**src/rtl/branch_resolve_ctrl.sv**
```systemverilog
// branch_resolve_ctrl: execute-stage sequencer for conditional branches.
//
// The block accepts one branch over br_valid/br_ready and drives the external
// comparator. It resolves the branch direction and raises a held redirect to
// fetch on a mispredict.
//
// Ports:
//   clk, rst_n (async, active-low)
//   br_*            branch offer (funct3, pc, imm, prediction) + handshake
//   rs1/rs2_data    source operands
//   cmp_a/b/un      registered comparator inputs
//   cmp_eq/lt       comparator flags
//   res_*           one-cycle resolution pulse
//   redirect_*      redirect request to fetch
//   flush           kill from an older instruction
//   stat_*          resolution counters
//
// Optional feature: define BRANCH_STATS_EN to build the counters. When it is
// not defined, both stat outputs read 0.
module branch_resolve_ctrl #(
    parameter int XLEN = 32
) (
    input  logic            clk,
    input  logic            rst_n,
    input  logic            br_valid,
    output logic            br_ready,
    input  logic [2:0]      br_funct3,
    input  logic [XLEN-1:0] br_pc,
    input  logic [XLEN-1:0] br_imm,
    input  logic            br_pred_taken,
    input  logic [XLEN-1:0] rs1_data,
    input  logic [XLEN-1:0] rs2_data,
    output logic [XLEN-1:0] cmp_a,
    output logic [XLEN-1:0] cmp_b,
    output logic            cmp_un,
    input  logic            cmp_eq,
    input  logic            cmp_lt,
    output logic            res_valid,
    output logic            res_taken,
    output logic            res_mispredict,
    output logic            res_illegal,
    output logic            redirect_valid,
    input  logic            redirect_ready,
    output logic [XLEN-1:0] redirect_pc,
    input  logic            flush,
    output logic [31:0]     stat_branches,
    output logic [31:0]     stat_mispredicts
);

    typedef enum logic [1:0] {
        IDLE,
        CMP,
        RESOLVE,
        REDIRECT
    } state_t;

    state_t          state_q;
    logic [XLEN-1:0] cmp_a_q;
    logic [XLEN-1:0] cmp_b_q;
    logic            cmp_un_q;
    logic [2:0]      funct3_q;
    logic [XLEN-1:0] pc_q;
    logic [XLEN-1:0] imm_q;
    logic            pred_q;
    logic            eq_q;
    logic            lt_q;

    logic            taken;
    logic            illegal;
    logic            mispredict;
    logic            in_resolve;

    // Direction decode works from the sampled flags. Those flags stay stable
    // through REDIRECT, so redirect_pc also holds while fetch stalls.
    always_comb begin
        taken   = 1'b0;
        illegal = 1'b0;
        unique case (funct3_q)
            3'b000:         taken = eq_q;
            3'b001:         taken = !eq_q;
            3'b100, 3'b110: taken = lt_q;
            3'b101, 3'b111: taken = !lt_q;
            default:        illegal = 1'b1;
        endcase
    end

    assign mispredict = (taken != pred_q);
    assign in_resolve = (state_q == RESOLVE);

    assign br_ready       = (state_q == IDLE);
    assign cmp_a          = cmp_a_q;
    assign cmp_b          = cmp_b_q;
    assign cmp_un         = cmp_un_q;
    assign res_valid      = in_resolve;
    assign res_taken      = in_resolve & taken;
    assign res_mispredict = in_resolve & mispredict;
    assign res_illegal    = in_resolve & illegal;

    // The redirect is first offered in RESOLVE, where a flush cancels it.
    // Once the FSM is in REDIRECT, a flush drops the request on the next
    // cycle.
    assign redirect_valid = (in_resolve && mispredict && !flush)
                          || (state_q == REDIRECT);
    assign redirect_pc    = taken ? (pc_q + imm_q) : (pc_q + XLEN'(4));

    always_ff @(posedge clk or negedge rst_n) begin
        if (!rst_n) begin
            state_q  <= IDLE;
            cmp_a_q  <= '0;
            cmp_b_q  <= '0;
            cmp_un_q <= 1'b0;
            funct3_q <= 3'b000;
            pc_q     <= '0;
            imm_q    <= '0;
            pred_q   <= 1'b0;
            eq_q     <= 1'b0;
            lt_q     <= 1'b0;
        end else begin
            unique case (state_q)
                IDLE: begin
                    if (br_valid && !flush) begin
                        cmp_a_q  <= rs1_data;
                        cmp_b_q  <= rs2_data;
                        cmp_un_q <= br_funct3[1];
                        funct3_q <= br_funct3;
                        pc_q     <= br_pc;
                        imm_q    <= br_imm;
                        pred_q   <= br_pred_taken;
                        state_q  <= CMP;
                    end
                end
                CMP: begin
                    if (flush) begin
                        state_q <= IDLE;
                    end else begin
                        eq_q    <= cmp_eq;
                        lt_q    <= cmp_lt;
                        state_q <= RESOLVE;
                    end
                end
                RESOLVE: begin
                    if (flush || !mispredict || redirect_ready) begin
                        state_q <= IDLE;
                    end else begin
                        state_q <= REDIRECT;
                    end
                end
                REDIRECT: begin
                    if (flush || redirect_ready) begin
                        state_q <= IDLE;
                    end
                end
                default: state_q <= IDLE;
            endcase
        end
    end

`ifdef BRANCH_STATS_EN
    logic [31:0] br_cnt_q;
    logic [31:0] mp_cnt_q;

    always_ff @(posedge clk or negedge rst_n) begin
        if (!rst_n) begin
            br_cnt_q <= '0;
            mp_cnt_q <= '0;
        end else if (in_resolve) begin
            br_cnt_q <= br_cnt_q + 32'd1;
            if (mispredict) begin
                mp_cnt_q <= mp_cnt_q + 32'd1;
            end
        end
    end

    assign stat_branches    = br_cnt_q;
    assign stat_mispredicts = mp_cnt_q;
`else
    assign stat_branches    = '0;
    assign stat_mispredicts = '0;
`endif

endmodule
```
**config.mk**
```make
export PLATFORM = sky130hd
export DESIGN_NAME = branch_resolve_ctrl
export DESIGN_NICKNAME = d
export VERILOG_FILES = /design/src/rtl/branch_resolve_ctrl.sv
export SDC_FILE = /design/constraint.sdc
export NUM_CORES = 1
export LEC_CHECK = 0
export ABC_AREA = 0
export CAP_MARGIN = 5
export CORE_MARGIN = 4
export CORE_UTILIZATION = 30
export DETAILED_ROUTE_END_ITERATION = 8
export GPL_TIMING_DRIVEN = 1
export PLACE_DENSITY_LB_ADDON = 0.2
export SYNTH_ARGS = -nofsm -noshare
export SYNTH_HDL_FRONTEND = slang
export SYNTH_SLANG_ARGS = --single-unit
export TNS_END_PERCENT = 5
```
**constraint.sdc**
```tcl
create_clock -name clk -period 2.4 [get_ports clk]
set_input_delay 0.24 -clock clk [delete_from_list [all_inputs] [get_ports clk]]
set_output_delay 0.24 -clock clk [all_outputs]
set_load 0.05 [all_outputs]
```
==> flow_metrics.tcl <==
set metrics [dict create \
    grtUsageTotal_pct 16.5 \
    slowest_delay_ns 0.47 \
    ys_types 61 \
    cts_made_buffers 17 \
    insertedDiodeCount 0 \
    synth-seq-cells 136 \
    route.detailed.drc 0 \
    power.density_nw_per_um2 1290 \
    grt_pass1_wl_mm 39.7 \
    clk_latency_ns 0.44 \
    cp_cell_sequence "ha_4 > buf_6 > a21oi_4 > buf_4 > a31oi_4 > a21oi_4 > o21ai_4 > a31oi_4 > or4b_1 > and3_4 > buf_8" \
    rsz0062_at_grt "true" \
    yosysWarningCount 0 \
    synthXorXnorAreaFrac_pct 5.78 \
    io_buffers 241 \
    cts_tree "yes" \
    htree_levels 4 \
    grt_max_degree 85 \
    cp_num_buf_inv 3 \
    drive_gt1_share_pct 38.3 \
    wire_per_inst_microns 16.6 \
    synth_top_family_by_area "multiplexers" \
    fin_cells 1486 \
    violations "negative setup slack" \
    outcome "finished, violations left" \
    cts_num_sinks 136 \
    io_pins 306 \
    hold_viol_final 0 \
    preCtsSetupSlack_ns -0.432 \
    fin_ws_ns -0.764 \
    synth_compound_area_share_pct 11.5 \
    ant_nets 0 \
    syn_inst 755 \
    vias 6833 \
    areaGrowthSynthToFinish_pct 62.1 \
    initialDrtViolationCount 296 \
    hpwlAfterDp_mm 19.3 \
    yosys.area.top_type "dfrtp_1" \
    nets 1304 \
    setup_viol 32 \
    ys_top_cells_by_count "dfrtp_1 (136), mux2_2 (135), buf_4 (64)" \
    finalCritPeriodShare_pct 132 \
    yosys.cell_count.top_type "dfrtp_1" \
    syn_area_sq_um 8190 \
    yosys.area_share.simple_pct 9.32 \
    yosysTopAreaCellShare_pct 41.6 \
    rows 60 \
    critPathKind "reg -> out" \
    wl_mm 24.6 \
    synth.avg_cell_area_sq_um 10.8 \
    slew_headroom_pct 62.5 \
    crit_path_end_kind "output pin" \
    coreArea_sq_um 26900 \
    clock_path_buffers 2 \
    chipHeight_microns 173 \
    tightest_slew_ns 0.560 \
    fmax_ghz 0.316 \
    synthMuxAreaShare_pct 18.8 \
    ctsRootBufferMaster "clkbuf_16" \
    critPathSlowestCell "or4b_1" \
    ir_worst_vdd_uv 589 \
    grt_pass1_vias 7322 \
    finalClockSkew_ns 0.0151 \
    critPathLaunchType "flip-flop" \
    synthAdderAreaFrac_pct 5.13 \
    grt_remaining_overflow 0 \
    placed_cells 1444 \
    async_flop_share_pct 100 \
    place_congestion 0.853 \
    crit_family "compound AO/OA/AOI/OAI gates" \
    slew_violations 0 \
    drtPass1Iterations 4 \
    antenna_found_initial 2 \
    via_per_inst 4.60 \
    max_cap_viol_count 0 \
    die-area_sq_um 30000 \
    p_leak_nw 5.63 \
    initial_utilization_pct 30.5 \
    crit_path_max_fanout 4 \
    required_ns 2.16 \
    worstPathArrival_ns 2.92 \
    cts.clk_slew.worst_paths_ns 0.07 \
    synthFlopType "dfrtp_1" \
    hp-class "in -> async" \
    fin_crit_ns 3.16 \
    synth_edf_count 0 \
    synthTopCellsByArea "dfrtp_1 (42%), mux2_2 (19%), buf_4 (5.9%)" \
    seq_area_frac_synth_pct 41.6 \
    die_w_microns 173 \
]
[worst reg2reg max path: cells and delay by family, from the launching register on]
kind,cells,cell delay [ns]
buf+inv,1,0.18
flops,1,0.42
xor+xnor,2,0.35
compound gates,3,0.67
simple gates,2,0.20
[metrics by stage]
step	utilization (%)	cell area [sq um]	hold slack (ns)	total power, mW	setup TNS, ns
2_1_floorplan	-	8710	-0.0556	9.45	-15.30
4_1_cts	49.2	13200	0.324	17.2	-17.03
3_3_place_gp	46.0	12400	0.205	13.9	-5.81
5_1_grt	49.4	13300	0.331	18.0	-20.25
3_5_place_dp	46.0	12400	0.206	14.0	-6.14
6_report	49.4	13300	0.306	17.1	-15.72
[worst paths after layout]
path | start | endpoint | slack, ns | depth (start not counted)
worst max-delay path | pc_q[4] | redirect_pc[28] | -0.76 | 11
worst min-delay path | rst_n | imm_q[10] | 0.31 | 2
worst max register to register | funct3_q[0] | state_q[0] | 0.51 | 8
worst min register to register | cmp_b[1] | cmp_b[1] | 0.51 | 1
max in group asynchronous | rst_n | cmp_b[4] | 1.46 | 3
min in group clk | br_pc[20] | pc_q[20] | 0.39 | 3
[logic make-up after synthesis]
family / count (synthesis)
multiplexers: 137
flip-flops: 136
other: 1
AND/OR/NAND/NOR: 152
buffers and inverters: 103
adder cells (fa/ha/maj): 33
XOR/XNOR: 54
AO/OA/AOI/OAI: 139
[state kept, by name (all words and copies together), names as in the netlist]
signal	cells
cmp_a	32
cmp_b	32
eq_q	1
funct3_q	3
imm_q	32
lt_q	1
pc_q	32
pred_q	1
state_q	2
[layout by cell type, fill, tap and decap left out, drive strengths merged, types with 13 or more instances in the layout]
cell type      netlist  layout
nand4               18      18
clkdlybuf4s50        0     203
nand3               13      13
o21ai               37      37
ha                  32      32
a21o                18      18
dfrtp              136     136
xnor2               30      30
conb                 1      64
a21oi               46      46
buf                 76     185
clkbuf              19      18
nor2                32      32
mux2               135     135
nand2               56      56
xor2                24      24
inv                  8      21
[repair_timing]
| action | 4_1_cts | 5_1_grt |
|---|---|---|
| hold buffers | 1 | 0 |
| gates cloned | 0 | 0 |
| endpoints found under the setup margin | 35 | 34 |
| pin swaps | 32 | 2 |
| buffers inserted | 9 | 0 |
| hold endpoints to repair | 42 | 0 |
| gates resized for setup | 47 | 9 |
[routing by layer]
layer,GRT usage [%],wire (microns)
met1,19.5,10200
met2,27.9,12000
met3,6.84,2160
met4,3.86,280
met5,0,14
[power by group]
part           total, mW  internal, mW  switching [mW]
sequential          3.19          2.83           0.360
clock               2.66          1.42            1.24
combinational       11.2          5.18            6.05
total               17.1          9.43            7.65
[final cells by class]
type	count	area (sq um)
Fill cell	2478	13600
Timing Repair Buffer	390	3950
Tap cell	341	427
Multi-Input combinational cell	579	4890
Clock buffer	18	439
Sequential cell	136	3410
Inverter	8	30.0
Clock inverter	14	140
No activity file was read; power rests on OpenSTA's default activity.
==> patch, RTL diff (same settings) <==
The parameter `XLEN` goes from 32 to 48.
--- a/src/rtl/branch_resolve_ctrl.sv
+++ b/src/rtl/branch_resolve_ctrl.sv
@@ -18,7 +18,7 @@
 // Optional feature: define BRANCH_STATS_EN to build the counters. When it is
 // not defined, both stat outputs read 0.
 module branch_resolve_ctrl #(
-    parameter int XLEN = 32
+    parameter int XLEN = 48
 ) (
     input  logic            clk,
     input  logic            rst_n,
Ports: changed (7 resized); port bits go from 306 to 418. The function was not compared with the original's and may differ.
==> patch against the original RTL <==
- the run still ends with negative setup slack left
- sequential cell count is 64 higher
- setup slack worse by 0.34 ns
- critical path depth is 2 higher
- via count is 57% higher
- count of clock-buffer cells in the layout stayed put
- synthesized area is 47% higher
- total power is 73% higher
- routed wire length is 67% higher
- final cell count is 54% higher
- design area is 49% higher
- sequential power is 56% higher
- sequential share of layout area is 0.42 points lower
- critical path type unchanged
- largest power group unchanged
- highest routed layer unchanged
==> patch: results (changes against the original RTL) <==
* Outcome: finished with violations (unchanged)
* Failing checks: negative setup slack (unchanged)
* Count of cell types in the netlist at 63 (was 61)
* Slowest cell delay on critical path at 0.40 ns (was 0.47 ns)
* Setup WS post-layout at -1.11 ns (was -0.764 ns)
* Sequential share of the synthesized area at 0.416 (about the same)
* Worst Max-Slew Pin Slew at 0.631 ns (was 0.560 ns)
* CP max stage cell: dfrtp_1 (was or4b_1)
* Clock latency on the worst-skew pair at 0.46 ns (was 0.44 ns)
* GPL Wtd Cong at 0.866 (was 0.853)
* Internal power at 15500 uW (was 9430 uW)
* Initial DRC Count at 406 (was 296)
* Vias in the first global route at 11500 (was 7322)
* Initial antenna violation count at 7 (was 2)
* Global Route Usage Sum at 0.187 (was 0.165)
* Dpl ws at -0.908 ns (was -0.432 ns)
* Syn Inst Count at 1163 (was 755)
* Largest cells by area after synthesis: dfrtp_1 42%, mux2_2 18%, ha_1 5.0% (was dfrtp_1 42%, mux2_2 19%, buf_4 5.9%)
* Synth cell count leaders: 200 x dfrtp_1, 192 x mux2_2, 84 x nand2_1, 79 x a21oi_1, 76 x nor2_1 (was 136 x dfrtp_1, 135 x mux2_2, 64 x buf_4, 56 x nand2_1, 44 x a21oi_1)
* # fillers at 3634 (was 2478)
* Worst VDD drop at 1.18 mV (was 0.589 mV)
* Dpl hpwl at 32900 um (was 19300 um)
* Routed WL at 41100 um (was 24600 um)
* PortBufs at 353 (was 241)
* Setup_tns at -36.28 ns (was -15.72 ns)
* Fraction of layout cells with a size suffix above 1 at 0.380 (was 0.383)
* Global-route wire length before repair at 64200 um (was 39700 um)
* Largest net degree at the start of global routing at 67 (was 85)
* Fin nets at 2003 (was 1304)
* Worst min path class: in -> reg (was in -> async)
* Placed cell count at 2249 (was 1444)
* Final setup fails at 48 (was 32)
* Cell Area, Placed at 18700 um^2 (was 12400 um^2)
* Crit Path Max Fanout at 3 (was 4)
-- patch: changes by cell type after synthesis, sizes merged, moves of 9 or more --
cell and change:
buf -9, mux2 +57, ha +16, nand2b +11, a21oi +33, nand3 +19
clkbuf +24, nor2 +46, dfrtp +64, o21ai +31, a21o +9, nand2 +28
xor2 +25, nor3 +11
-- patch: worst max-delay path: cells and delay by family, from the launching register on --
| family | cells | cell delay, ns |
|---|---|---|
| fa+ha+maj | 2 | 0.49 |
| xor+xnor | 1 | 0.10 |
| simple gates | 3 | 0.74 |
| compound gates | 5 | 0.86 |
| flops | 1 | 0.40 |
| buf+inv | 2 | 0.19 |
-- patch: cells by family (layout without fill, tap and decap cells) --
logic type	after synthesis	after routing	synth area share
fa+ha+maj	49	49	0.0516
mux	196	196	0.183
xor+xnor	84	84	0.0612
simple gates	280	280	0.114
flops	200	200	0.416
compound gates	228	228	0.114
other cells	1	64	0.000312
buf+inv	125	663	0.0592
-- patch: final timing paths --
check / from / endpoint / slack [ns] / cells after the start
max: pc_q[0] / redirect_pc[46] / -1.11 / 13
min: br_pc[13] / pc_q[13] / 0.34 / 3
max reg2reg: funct3_q[0] / state_q[0] / 0.42 / 8
min reg2reg: cmp_a[41] / cmp_a[41] / 0.51 / 1
max in group asynchronous: rst_n / cmp_b[31] / 1.31 / 3
min in group asynchronous: rst_n / cmp_b[47] / 0.38 / 2
-- patch: layout make-up --
| type | count | area share |
|---|---|---|
| multi-input combinational | 901 | 0.370 |
| tap | 525 | 0.0331 |
| clock buffer | 18 | 0.0221 |
| sequential | 200 | 0.252 |
| inverter | 15 | 0.00284 |
| timing repair buffer | 616 | 0.312 |
| clock inverter | 14 | 0.00751 |
-- patch: metrics by stage --
stage	power, uW	hold slack [ns]
global route	31200	0.348
finish	29500	0.336
CTS	29600	0.306
floorplan	16300	-0.0556
detailed placement	25600	0.315
global placement	25500	0.312
-- patch: routing by layer --
| metal | track usage | routed length (um) | part of all wire | up-vias |
|---|---|---|---|---|
| met5 | 0 | 41 | 0.0010 | - |
| met4 | 0.0369 | 467 | 0.011 | 8 |
| met3 | 0.0792 | 3650 | 0.089 | 37 |
| met2 | 0.319 | 20200 | 0.49 | 328 |
| met1 | 0.221 | 16700 | 0.41 | 5202 |
| li1 | - | - | - | 5180 |
-- patch: timing repair --
action                                 in CTS  in global routing
setup buffers                               4                  3
setup endpoints to repair                  49                 50
endpoints found under the hold margin      59                  0
gates resized for setup                    88                 22
hold buffers                                1                  0
pin swaps                                  53                  8
-- patch: power by group through the flow --
stage / clock network (uW) / logic, uW / registers, uW
floorplan: 0 / 9580 / 6710
global placement: 0 / 20500 / 4990
detailed placement: 0 / 20500 / 5020
CTS: 3060 / 21500 / 5000
global route: 3190 / 22900 / 5140
finish: 2950 / 21500 / 4990
